**config.mk**
```make
export PLATFORM = sky130hd
export DESIGN_NAME = instr_encoder_loader
export DESIGN_NICKNAME = d
export VERILOG_FILES = /design/src/rtl/instr_encoder_loader.sv
export SDC_FILE = /design/constraint.sdc
export NUM_CORES = 1
export LEC_CHECK = 0
export ABC_CLOCK_PERIOD_IN_PS = 3400
export BUFFER_PORTS_ARGS = -buffer_cell sky130_fd_sc_hd__buf_2
export CORE_ASPECT_RATIO = 2
export CORE_MARGIN = 3
export CORE_UTILIZATION = 50
export DETAILED_ROUTE_END_ITERATION = 10
export PLACE_DENSITY = 0.8
export SETUP_SLACK_MARGIN = 0.05
export SKIP_CTS_REPAIR_TIMING = 1
export SLEW_MARGIN = 0
export SYNTH_ARGS = -nofsm -noshare
export SYNTH_HDL_FRONTEND = slang
export SYNTH_SLANG_ARGS = --single-unit
```
**constraint.sdc**
```tcl
create_clock -name clk -period 3.4 [get_ports clk]
set_input_delay 0.34 -clock clk [delete_from_list [all_inputs] [get_ports clk]]
set_output_delay 0.34 -clock clk [all_outputs]
set_load 0.02 [all_outputs]
```
**src/rtl/instr_encoder_loader.sv**
```systemverilog
// Program loader: encodes decoded RV32I instruction fields into 32-bit words
// and writes them sequentially into instruction memory, then releases the core.
module instr_encoder_loader #(
  parameter int unsigned ADDR_W    = 8,
  parameter int unsigned BASE_ADDR = 0
) (
  input  logic              clk,
  input  logic              rst_n,
  input  logic              start,
  input  logic              in_valid,
  output logic              in_ready,
  input  logic [2:0]        in_class,
  input  logic [4:0]        in_rd,
  input  logic [4:0]        in_rs1,
  input  logic [4:0]        in_rs2,
  input  logic [2:0]        in_funct3,
  input  logic              in_alt,
  input  logic [12:0]       in_imm,
  input  logic              in_last,
  output logic              imem_we,
  output logic [ADDR_W-1:0] imem_addr,
  output logic [31:0]       imem_wdata,
  output logic              cpu_run,
  output logic [ADDR_W:0]   prog_len,
  output logic              err,
  output logic [7:0]        err_cnt
);

  localparam int unsigned LEN_W = ADDR_W + 1;

  localparam logic [1:0] IDLE   = 2'd0;
  localparam logic [1:0] ACCEPT = 2'd1;
  localparam logic [1:0] WRITE  = 2'd2;
  localparam logic [1:0] RUN    = 2'd3;

  localparam logic [6:0] OP_R      = 7'b0110011;
  localparam logic [6:0] OP_I      = 7'b0010011;
  localparam logic [6:0] OP_LOAD   = 7'b0000011;
  localparam logic [6:0] OP_STORE  = 7'b0100011;
  localparam logic [6:0] OP_BRANCH = 7'b1100011;

  localparam logic [ADDR_W-1:0] BASE     = ADDR_W'(BASE_ADDR);
  localparam logic [ADDR_W-1:0] ADDR_MAX = '1;

  logic [1:0]  state;
  logic [1:0]  nextState;
  logic        instrLegal;
  logic [31:0] encWord;
  logic        immFits;
  logic        handshake;
  logic        lastQ;
  logic        memFull;

  assign handshake = in_valid & in_ready;
  assign immFits   = (in_imm[12] == in_imm[11]);
  assign memFull   = (imem_addr == ADDR_MAX);

  // Encode the incoming fields and decide whether the core can execute them
  always_comb begin
    instrLegal = 1'b0;
    encWord    = '0;
    case (in_class)
      3'd0: begin
        instrLegal = 1'b1;
        encWord    = {1'b0, in_alt, 5'b00000, in_rs2, in_rs1, in_funct3, in_rd, OP_R};
      end
      3'd1: begin
        instrLegal = immFits;
        encWord    = {in_imm[11:0], in_rs1, in_funct3, in_rd, OP_I};
      end
      3'd2: begin
        instrLegal = immFits && (in_funct3 == 3'b010);
        encWord    = {in_imm[11:0], in_rs1, in_funct3, in_rd, OP_LOAD};
      end
      3'd3: begin
        instrLegal = immFits && (in_funct3 == 3'b010);
        encWord    = {in_imm[11:5], in_rs2, in_rs1, in_funct3, in_imm[4:0], OP_STORE};
      end
      3'd4: begin
        // BEQ/BNE/BLT/BGE are exactly the funct3 codes with bit 1 clear
        instrLegal = !in_imm[0] && !in_funct3[1];
        encWord    = {in_imm[12], in_imm[10:5], in_rs2, in_rs1, in_funct3,
                      in_imm[4:1], in_imm[11], OP_BRANCH};
      end
      default: begin
        instrLegal = 1'b0;
        encWord    = '0;
      end
    endcase
  end

  // Next-state logic; start restarts the load from any state
  always_comb begin
    nextState = state;
    if (start) begin
      nextState = ACCEPT;
    end else begin
      case (state)
        IDLE:    nextState = IDLE;
        ACCEPT: begin
          if (handshake) begin
            if (instrLegal)   nextState = WRITE;
            else if (in_last) nextState = RUN;
          end
        end
        WRITE:   nextState = (lastQ || memFull) ? RUN : ACCEPT;
        RUN:     nextState = RUN;
        default: nextState = IDLE;
      endcase
    end
  end

  // State register
  always_ff @(posedge clk or negedge rst_n) begin
    if (!rst_n) state <= IDLE;
    else        state <= nextState;
  end

  // Registered outputs, write pointer and error bookkeeping
  always_ff @(posedge clk or negedge rst_n) begin
    if (!rst_n) begin
      in_ready   <= 1'b0;
      imem_we    <= 1'b0;
      imem_addr  <= BASE;
      imem_wdata <= '0;
      cpu_run    <= 1'b0;
      prog_len   <= '0;
      err        <= 1'b0;
      err_cnt    <= '0;
      lastQ      <= 1'b0;
    end else begin
      in_ready <= (nextState == ACCEPT);
      imem_we  <= (nextState == WRITE);
      cpu_run  <= (nextState == RUN);
      if (start) begin
        imem_addr <= BASE;
        prog_len  <= '0;
        err       <= 1'b0;
        err_cnt   <= '0;
        lastQ     <= 1'b0;
      end else begin
        if (state == ACCEPT && handshake) begin
          lastQ <= in_last;
          if (instrLegal) begin
            imem_wdata <= encWord;
          end else begin
            err <= 1'b1;
            if (err_cnt != 8'hFF) err_cnt <= err_cnt + 8'd1;
          end
        end
        if (state == WRITE) begin
          imem_addr <= imem_addr + ADDR_W'(1);
          prog_len  <= prog_len + LEN_W'(1);
          if (!lastQ && memFull) err <= 1'b1;
        end
      end
    end
  end

endmodule

```
* Word-level counts from Yosys, hierarchy flattened *
Cells that the tools add are included.

cells by class
  multiplexer cells = 23
  equality and inequality tests = 15
  bitwise gates (word level) = 2
  add/sub/neg operators = 3
  reductions and logical operators = 16

operators with widths
  kind                   number
  $pmux W32 S5           1
  $mux W8                6
  $mux W9                2
  $add A8 B1 Y8 const B  2
  $mux W2                5
  $add A9 B1 Y9 const B  1
  $eq A3 B2 Y1 const B   3
  $eq A2 B2 Y1 const B   4
  $eq A8 B8 Y1 const B   1
  $ne A8 B8 Y1 const B   1
  $pmux W2 S4            1
  $mux W1                7
  $reduce_and A3 Y1      2
  $reduce_bool A2 Y1     3
  $eq A2 B1 Y1 const B   2
  $logic_and A1 B1 Y1    4
  $pmux W1 S4            1
  $eq A3 B1 Y1 const B   1
  $eq A3 B3 Y1 const B   1
  $logic_not A1 Y1       3
  $logic_not A3 Y1       1
  $logic_not A2 Y1       1
  $ne A2 B2 Y1 const B   1
  $reduce_or A2 Y1       1
  4 further kinds        4

word-level totals
  word-level logic and storage cells = 69
  register bits = 64
  input port bits = 40

* Logic depth before layout (Yosys ltp) *
Gate-level depths: netlist of the first run.

  word-level depth = 8
  mapped depth = 6
  depth with buffers taken out = 5

* Least setup slack after synthesis of the first run *
Ideal clock, no wire load.

  path type = input to register
  start point = in in_class[0]
  end point = reg imem_wdata[10]
  setup time = 0.128 ns
  stages on the path = 6
  required time = 3.272 ns
  arrival time = 2.147 ns
  setup slack = 1.125 ns
  cell sequence = buf_2 or3_1 a222oi_1 nand3b_1 buf_2 mux2_1

on the way
  cells in the longest elaborated chain, start to end = 4
  elaborated cells on any way between the ends = 9

RTL lines
  what                                line  RTL
  start: declaration                  12    input logic [2:0] in_class,
  $eq A3 B2 Y1                        62    case (in_class)
  $reduce_or A2 Y1 (no source line)   --
  $pmux W1 S4                         62
  $reduce_and A3 Y1 (no source line)  --
  end signal: assignment              145   imem_wdata <= encWord;
  end: declaration                    22    output logic [31:0] imem_wdata,

Several ways; a longest one is shown, not always the timed one.
A chain may end at the register's enable or synchronous reset.

* Worst setup path after layout of the first run *
  start point = in in_funct3[0]
  end point = reg imem_wdata[5]

on the way
  cells in the longest elaborated chain, start to end = 4

RTL lines
  what                                line    RTL
  start: declaration                  16      input logic [2:0] in_funct3,
  $eq A3 B2 Y1                        72, 76
  $logic_and A1 B1 Y1                 72, 76
  $pmux W1 S4                         62
  $reduce_and A3 Y1 (no source line)  --

Every way passes these cells.

==> qor.csv, run 1 <==
stage,metric,value,unit
detailed_routing,aggregate routed wire length,6.68,mm
grt,Congestion Overflow GR,0,
clock_tree,htree depth,3,
clock_tree,"Reg clk slew, reported paths",0.06,ns
power_and_ir_drop,Lkg Pwr,1.84,nW
die,Die Wd,60.2,um
detailed_routing,Detailed Routing Iterations Pass 1,4,
power_and_ir_drop,Logic pwr share,25.9,%
timing,fin crit share,56.9,%
timing,Fin Hold WS,0.0368,ns
logic_synthesis,Mean Syn Cell Area,11.1,um^2
setup_path,Critical Path Most Common Cell,buf_4,
die,row count,38,
final_layout,design area,3650,um^2
logic_synthesis,fraction of registers with async set/reset,100,%
die,I/O pin cnt,101,
setup_path,Slowest cell on crit path,or3b_1,
power_and_ir_drop,Flop pwr share,45.2,%
clock_tree,CTS root buf,clkbuf_8,
grt,initial antenna violation count,0,
final_layout,FILL cells,468,
timing,relative slew slack,43.8,%
logic_synthesis,cell count after synthesis,264,
setup_path,CP endpoint kind,flop,
timing,Final Skew,0.00639,ns
clock_tree,clock buffer depth,2,
detailed_routing,Residual DRC,0,
die,die area,6900,um^2
setup_path,CP cell instances,"buf_2, or3b_1, a222oi_1, buf_4, nand3b_1, buf_4, mux2_1",
logic_synthesis,Synth Cell Area,2940,um^2
detailed_routing,vias,2377,
grt,first-pass GRT wire length,10.7,mm
timing,Setup TNS Final,0,ns
detailed_routing,Initial DRC Count,90,
grt,largest net degree at the start of global routing,38,
die,Die Height,114,um
placed_design,buffers added on ports,98,
detailed_routing,routed length per instance,15.7,um
setup_path,"Worst Path Class, Setup",in2reg,
setup_path,max incr delay on CP,0.37,ns
clock_tree,Clock Sinks,61,
final_layout,fin cells,426,
power_and_ir_drop,Clock power frac,28.9,%
outcome,status,"finished, final reports clean",
timing,Slew @ Worst Pin,0.841,ns
logic_synthesis,"EDFF count, synth",0,
final_layout,Layout area overhead,23.9,%
die,Initial Utilization,52.9,%
detailed_routing,Routed Antenna Nets,0,
setup_path,Worst setup SP type,primary input,
clock_tree,"Clk Latency, worst-skew pair",0.33,ns
placed_design,gp weighted congestion,0.826,
final_layout,Layout Nets,404,
placed_design,Inst Count DP,410,
power_and_ir_drop,Int Power,1.41,mW
placed_design,Post-DP HPWL,5.01,mm
placed_design,placed inst area,3460,um^2
timing,RSZ-0062 raised after global routing,false,
timing,min Tclk post-route,1.93,ns
power_and_ir_drop,Switch Pwr,664,uW
setup_path,crit path max fanout,31,
setup_path,Setup crit start,in_funct3[0],
clock_tree,total CTS buffers,9,
worst_hold_path,worst hold path class,in2async,
setup_path,FF-to-FF Start,state[1],
timing,Slew Limit Fails,0,
setup_path,CP required,3.61,ns
detailed_routing,Vias per Instance,5.58,
setup_path,WP data arrival,2.14,ns
logic_synthesis,flop and latch count out of synthesis,61,
final_layout,share of layout cells above drive strength 1,33.1,%
grt,Global Route Usage Sum,20.9,%
grt,vias in the first global route,2349,
timing,final hold vios,0,
power_and_ir_drop,pwr/cell area,570,nW/um^2
final_layout,# diodes,0,
flow_run,max-cap violations,0,
timing,Achievable Freq,517,MHz
die,Core Region,5560,um^2
timing,setup violators final,0,
power_and_ir_drop,Net Sw Frac,31.9,%
logic_synthesis,register area share after synthesis,51.9,%
logic_synthesis,post-synthesis cell type count,44,
logic_synthesis,synthesis warning total,0,
power_and_ir_drop,Max IR drop VDD,0.000474,V
clock_tree,CTS tree,done,
logic_synthesis,most used flip-flop cell after synthesis,dfrtp_1,
## synth_stat cells, types with 4 or more instances
library cell	count	share of area, %
a21oi_1	10	1.7
a22o_1	9	2.7
buf_2	5	0.85
clkbuf_1	7	0.89
dfrtp_1	61	52
inv_1	4	0.51
mux2_1	27	10
mux2_2	5	1.9
mux2i_1	4	1.4
nand2_1	12	1.5
nand3_1	6	1.0
nand4_1	7	1.5
nor2_1	24	3.1
nor2b_1	11	2.3
o21ai_0	7	1.2
or3_1	6	1.3
xnor2_1	6	1.8
xor2_1	9	2.7
## critical path: cells and delay by family
family | cells | cell delay, ns
and+or+nand+nor | 2 | 0.46
AOI/OAI and AO/OA | 1 | 0.34
muxes | 1 | 0.36
buffers and inverters | 3 | 0.62
## routing by layer
| layer | track usage (%) | share of wire [%] |
|---|---|---|
| met5 | 0 | 0 |
| met1 | 22.3 | 36 |
| met4 | 13.2 | 3.3 |
| met2 | 35.1 | 55 |
| met3 | 5.19 | 5.0 |
## flip-flops by register name, indices dropped and copies added (netlist names)
signal,cells
cpu_run,1
err,1
in_ready,1
lastQ,1
err_cnt,8
imem_we,1
imem_addr,8
prog_len,9
state,2
imem_wdata,29
## cell type report
type / instances / area (um^2) / share of cell area (%)
repair buffers: 101 / 513 / 14.1
well taps: 60 / 75.1 / 2.06
clock buffers: 16 / 190 / 5.22
inverters: 4 / 15.0 / 0.412
multi-input cells: 184 / 1330 / 36.4
flip-flops and latches: 61 / 1530 / 41.9
## stage by stage
stage	util, %	total power [mW]	worst slack, ns
after floorplan	-	1.28	1.13
after global placement	62.1	1.48	1.16
after detailed placement	62.1	1.50	1.11
after CTS	65.5	2.11	1.47
after global routing	65.5	2.19	1.35
final	65.5	2.08	1.47
## worst paths after layout
check	depth (start not counted)	endpoint	slack, ns
max	7	imem_wdata[5]	1.47
min	1	imem_wdata[10]	0.04
max reg2reg	4	err_cnt[7]	1.52
min reg2reg	1	imem_wdata[16]	0.48
max in group asynchronous	2	err_cnt[1]	2.50
min in group clk	2	imem_wdata[16]	0.22
## layout by cell type, fill, tap and decap left out, types with 2 or more instances in the layout
cell      count
or4_1         2
clkbuf_1      3
a31oi_1       2
ha_1          3
nand2b_1      2
nand4b_1      2
o31ai_1       3
nor3_1        2
inv_1         4
dfrtp_1      61
buf_2        98
mux2i_1       4
a21oi_1      10
o22ai_1       3
conb_1        2
xnor2_1       6
nor4_1        3
buf_4         3
mux2_1       27
or3_1         6
nand2_1      12
and4b_1       2
clkbuf_8     13
or3b_2        2
mux2_2        5
nor2_1       24
o21ai_0       7
xor2_1        9
nand3_1       6
nand4_1       7
a22o_1        9
nor2b_1      11
nand3b_1      2
## cells by family (layout without fill, tap and decap cells)
group | after synthesis | in the layout | synth area share (%)
xor gates and xnor gates | 15 | 15 | 4.47
adders and majority gates | 3 | 3 | 1.28
buffers and inverters | 20 | 121 | 3.15
muxes | 36 | 36 | 13.6
and+or+nand+nor | 89 | 89 | 16.6
AOI/OAI and AO/OA | 39 | 39 | 8.89
DFF | 61 | 61 | 51.9
other | 1 | 2 | 0.127
## power by group through the flow
stage / Clock, mW / Sequential [mW] / Combinational [mW]
2_1_floorplan: 0 / 1.11 / 0.167
3_3_place_gp: 0 / 0.950 / 0.534
5_1_grt: 0.647 / 0.957 / 0.588
3_5_place_dp: 0 / 0.953 / 0.548
4_1_cts: 0.619 / 0.941 / 0.549
6_report: 0.600 / 0.939 / 0.539
Power figures use the tool's default switching activity.
==> run 2, diff against run 1 <==
Settings changed: ABC_CLOCK_PERIOD_IN_PS 3400 to 1500, CORE_UTILIZATION 50 to 45, PLACE_DENSITY 0.8 to 0.76.
Clock period 3.4 ns to 1.5 ns, I/O delays scaled along.
==> run 2 against run 1 <==
Net effect: the run now ends with setup timing left; hold slack worse by 0.0031 ns; sequential power up 130%; die area rose by 10%; non-clock buffer count grew 39; largest power group unchanged.
==> qor.csv, run 2 (synthesis gave the netlist of run 1 again) <==
stage,metric,value,unit,change
final_layout,Biggest register,imem_wdata,,
outcome,status,"finished, violations left",,
power_and_ir_drop,Max IR drop VDD,0.000897,V,+89%
timing,min Tclk post-route,1.61,ns,
grt,Congestion Overflow GR,0,,unchanged
placed_design,Post-DP HPWL,5.65,mm,+13%
grt,grt met3 use,5.76,%,+0.57 points
final_layout,# diodes,0,,unchanged
detailed_routing,vias,2605,,+9.6%
power_and_ir_drop,Flop pwr share,39.9,%,-5.3 points
timing,Final Skew,0.00471,ns,-0.00168 ns
setup_path,crit path max fanout,6,,-81%
final_layout,most frequent cells in the layout,"buf_2, dfrtp_1, buf_4",,
placed_design,Inst Count DP,469,,+14%
final_layout,share of layout cells above drive strength 1,42.9,%,+9.9 points
detailed_routing,Routed Antenna Nets,0,,unchanged
die,die area,7600,um^2,+10%
detailed_routing,aggregate routed wire length,7.60,mm,+14%
timing,relative slew slack,55.5,%,+12 points
timing,final hold vios,0,,unchanged
setup_path,Worst setup SP type,flop,,
grt,initial antenna violation count,0,,unchanged
timing,Setup WS post-layout,-0.106,ns,-1.57 ns
power_and_ir_drop,Logic pwr share,25.4,%,-0.5 points
timing,Achievable Freq,623,MHz,
power_and_ir_drop,Net Sw Frac,30.6,%,-1.3 points
grt,first-pass GRT wire length,12.3,mm,+15%
setup_path,CP required,1.75,ns,-1.86 ns
detailed_routing,Residual DRC,0,,unchanged
die,Die Height,120,um,+5.1%
setup_path,CP endpoint kind,flop,,
die,Die Wd,63.2,um,+4.9%
timing,Slew @ Worst Pin,0.660,ns,-0.181 ns
die,row count,41,,+7.9%
final_layout,fin cells,489,,+15%
final_layout,"most common cell after layout, fill and taps aside",buf_2,,
placed_design,buffers added on ports,98,,unchanged
clock_tree,clock buffer depth,2,,unchanged
grt,vias in the first global route,2619,,+11%
die,Core Region,6310,um^2,+13%
placed_design,placed inst area,3770,um^2,+9.1%
clock_tree,htree depth,3,,unchanged
power_and_ir_drop,pwr/cell area,1280,nW/um^2,+120%
outcome,failing checks,setup timing,,
die,Initial Utilization,46.6,%,-6.3 points
timing,Slew Limit Fails,0,,unchanged
power_and_ir_drop,Switch Pwr,1.63,mW,+140%
timing,RSZ-0062 raised after global routing,true,,
grt,met1 Track Usage GR,21.3,%,-1.1 points
clock_tree,"Reg clk slew, reported paths",0.05,ns,about the same
grt,GR Layer Usage met2,37.6,%,+2.5 points
detailed_routing,Initial DRC Count,73,,-19%
setup_path,WP data arrival,1.86,ns,-0.28 ns
placed_design,gp weighted congestion,0.821,,-0.63%
final_layout,FILL cells,537,,+15%
clock_tree,CTS root buf,clkbuf_16,,
worst_hold_path,worst hold path class,in2reg,,
power_and_ir_drop,Int Power,3.69,mW,+160%
detailed_routing,Vias per Instance,5.33,,-4.5%
clock_tree,total CTS buffers,9,,unchanged
detailed_routing,Detailed Routing Iterations Pass 1,4,,unchanged
die,I/O pin cnt,101,,unchanged
final_layout,biggest registers after layout,"imem_wdata: 29 flops, prog_len: 9 flops",,
timing,setup violators final,35,,+35
power_and_ir_drop,Lkg Pwr,2.09,nW,+13%
clock_tree,Clock Sinks,61,,unchanged
final_layout,Layout area overhead,41.6,%,
final_layout,Largest register FFs,29,,unchanged
power_and_ir_drop,Clock power frac,34.7,%,+5.8 points
setup_path,r2r setup slk,-0.11,ns,-1.63 ns
final_layout,Layout Nets,443,,+9.7%
clock_tree,CTS tree,done,,
flow_run,max-cap violations,0,,unchanged
timing,fin crit share,107,%,
final_layout,design area,4170,um^2,+14%
detailed_routing,routed length per instance,15.5,um,-0.89%
setup_path,"Worst Path Class, Setup",reg2reg,,
grt,largest net degree at the start of global routing,34,,-11%
clock_tree,"Clk Latency, worst-skew pair",0.33,ns,about the same
grt,Global Route Usage Sum,20.8,%,-0.099 points
grt,grt peak-use layer,met2,,
-- run 2: changes by cell type in the layout (fill, tap and decap cells not counted), sizes merged --
cell | previous run | this run
clkbuf | 16 | 12
dlygate4sd3 | 0 | 1
clkinv | 0 | 2
buf | 101 | 139
-- run 2: final cells by class --
type                       instances  area [um^2]  share of cell area [%]
clock buffer                      12          256                    6.16
tap                               86          108                    2.58
timing repair buffer             140          835                    20.0
sequential                        61         1530                    36.7
clock inverter                     2         10.0                   0.240
multi-input combinational        184         1410                    33.9
inverter                           4         15.0                   0.360
-- run 2: worst max-delay path: stages, from the launching register on --
cell and delay [ns]:
dfrtp_1 0.38, ha_2 0.21, nand4b_1 0.17, o22ai_4 0.12
or4_4 0.50, a21oi_2 0.15
-- run 2: power groups by stage --
| stage | Combinational, mW | Sequential, mW | Clock, mW |
|---|---|---|---|
| 2_1_floorplan | 0.385 | 2.52 | 0 |
| 3_3_place_gp | 1.30 | 2.13 | 0 |
| 3_5_place_dp | 1.33 | 2.15 | 0 |
| 4_1_cts | 1.33 | 2.12 | 1.87 |
| 5_1_grt | 1.44 | 2.16 | 1.95 |
| 6_report | 1.35 | 2.12 | 1.85 |
-- run 2: worst paths after layout --
path                                      from        endpoint  cells after the start
max in group asynchronous                rst_n  imem_wdata[11]                      3
worst max-delay path                err_cnt[1]      err_cnt[4]                      5
worst max register to register      err_cnt[1]      err_cnt[4]                      5
worst min-delay path                 in_rs1[2]  imem_wdata[17]                      2
worst min register to register  imem_wdata[19]  imem_wdata[19]                      1
min in group asynchronous                rst_n    imem_addr[5]                      2
-- run 2: through the flow --
stage	TNS [ns]	setup slack, ns	utilization, %	power, mW	hold WS [ns]
after floorplan	-19.80	-0.583	-	2.90	-0.146
after global placement	-11.68	-0.344	59.8	3.43	0.137
after detailed placement	-12.44	-0.375	59.8	3.48	0.141
after CTS	-2.73	-0.208	64.0	5.33	-0.207
after global routing	-4.39	-0.155	66.0	5.56	0.0360
final	-1.52	-0.106	66.0	5.31	0.0337
-- run 2: layer usage --
| metal | vias to the layer above | wire length (um) |
|---|---|---|
| li1 | 1209 | - |
| met1 | 1285 | 2710 |
| met2 | 87 | 4220 |
| met3 | 24 | 396 |
| met4 | 0 | 269 |
| met5 | - | 0 |
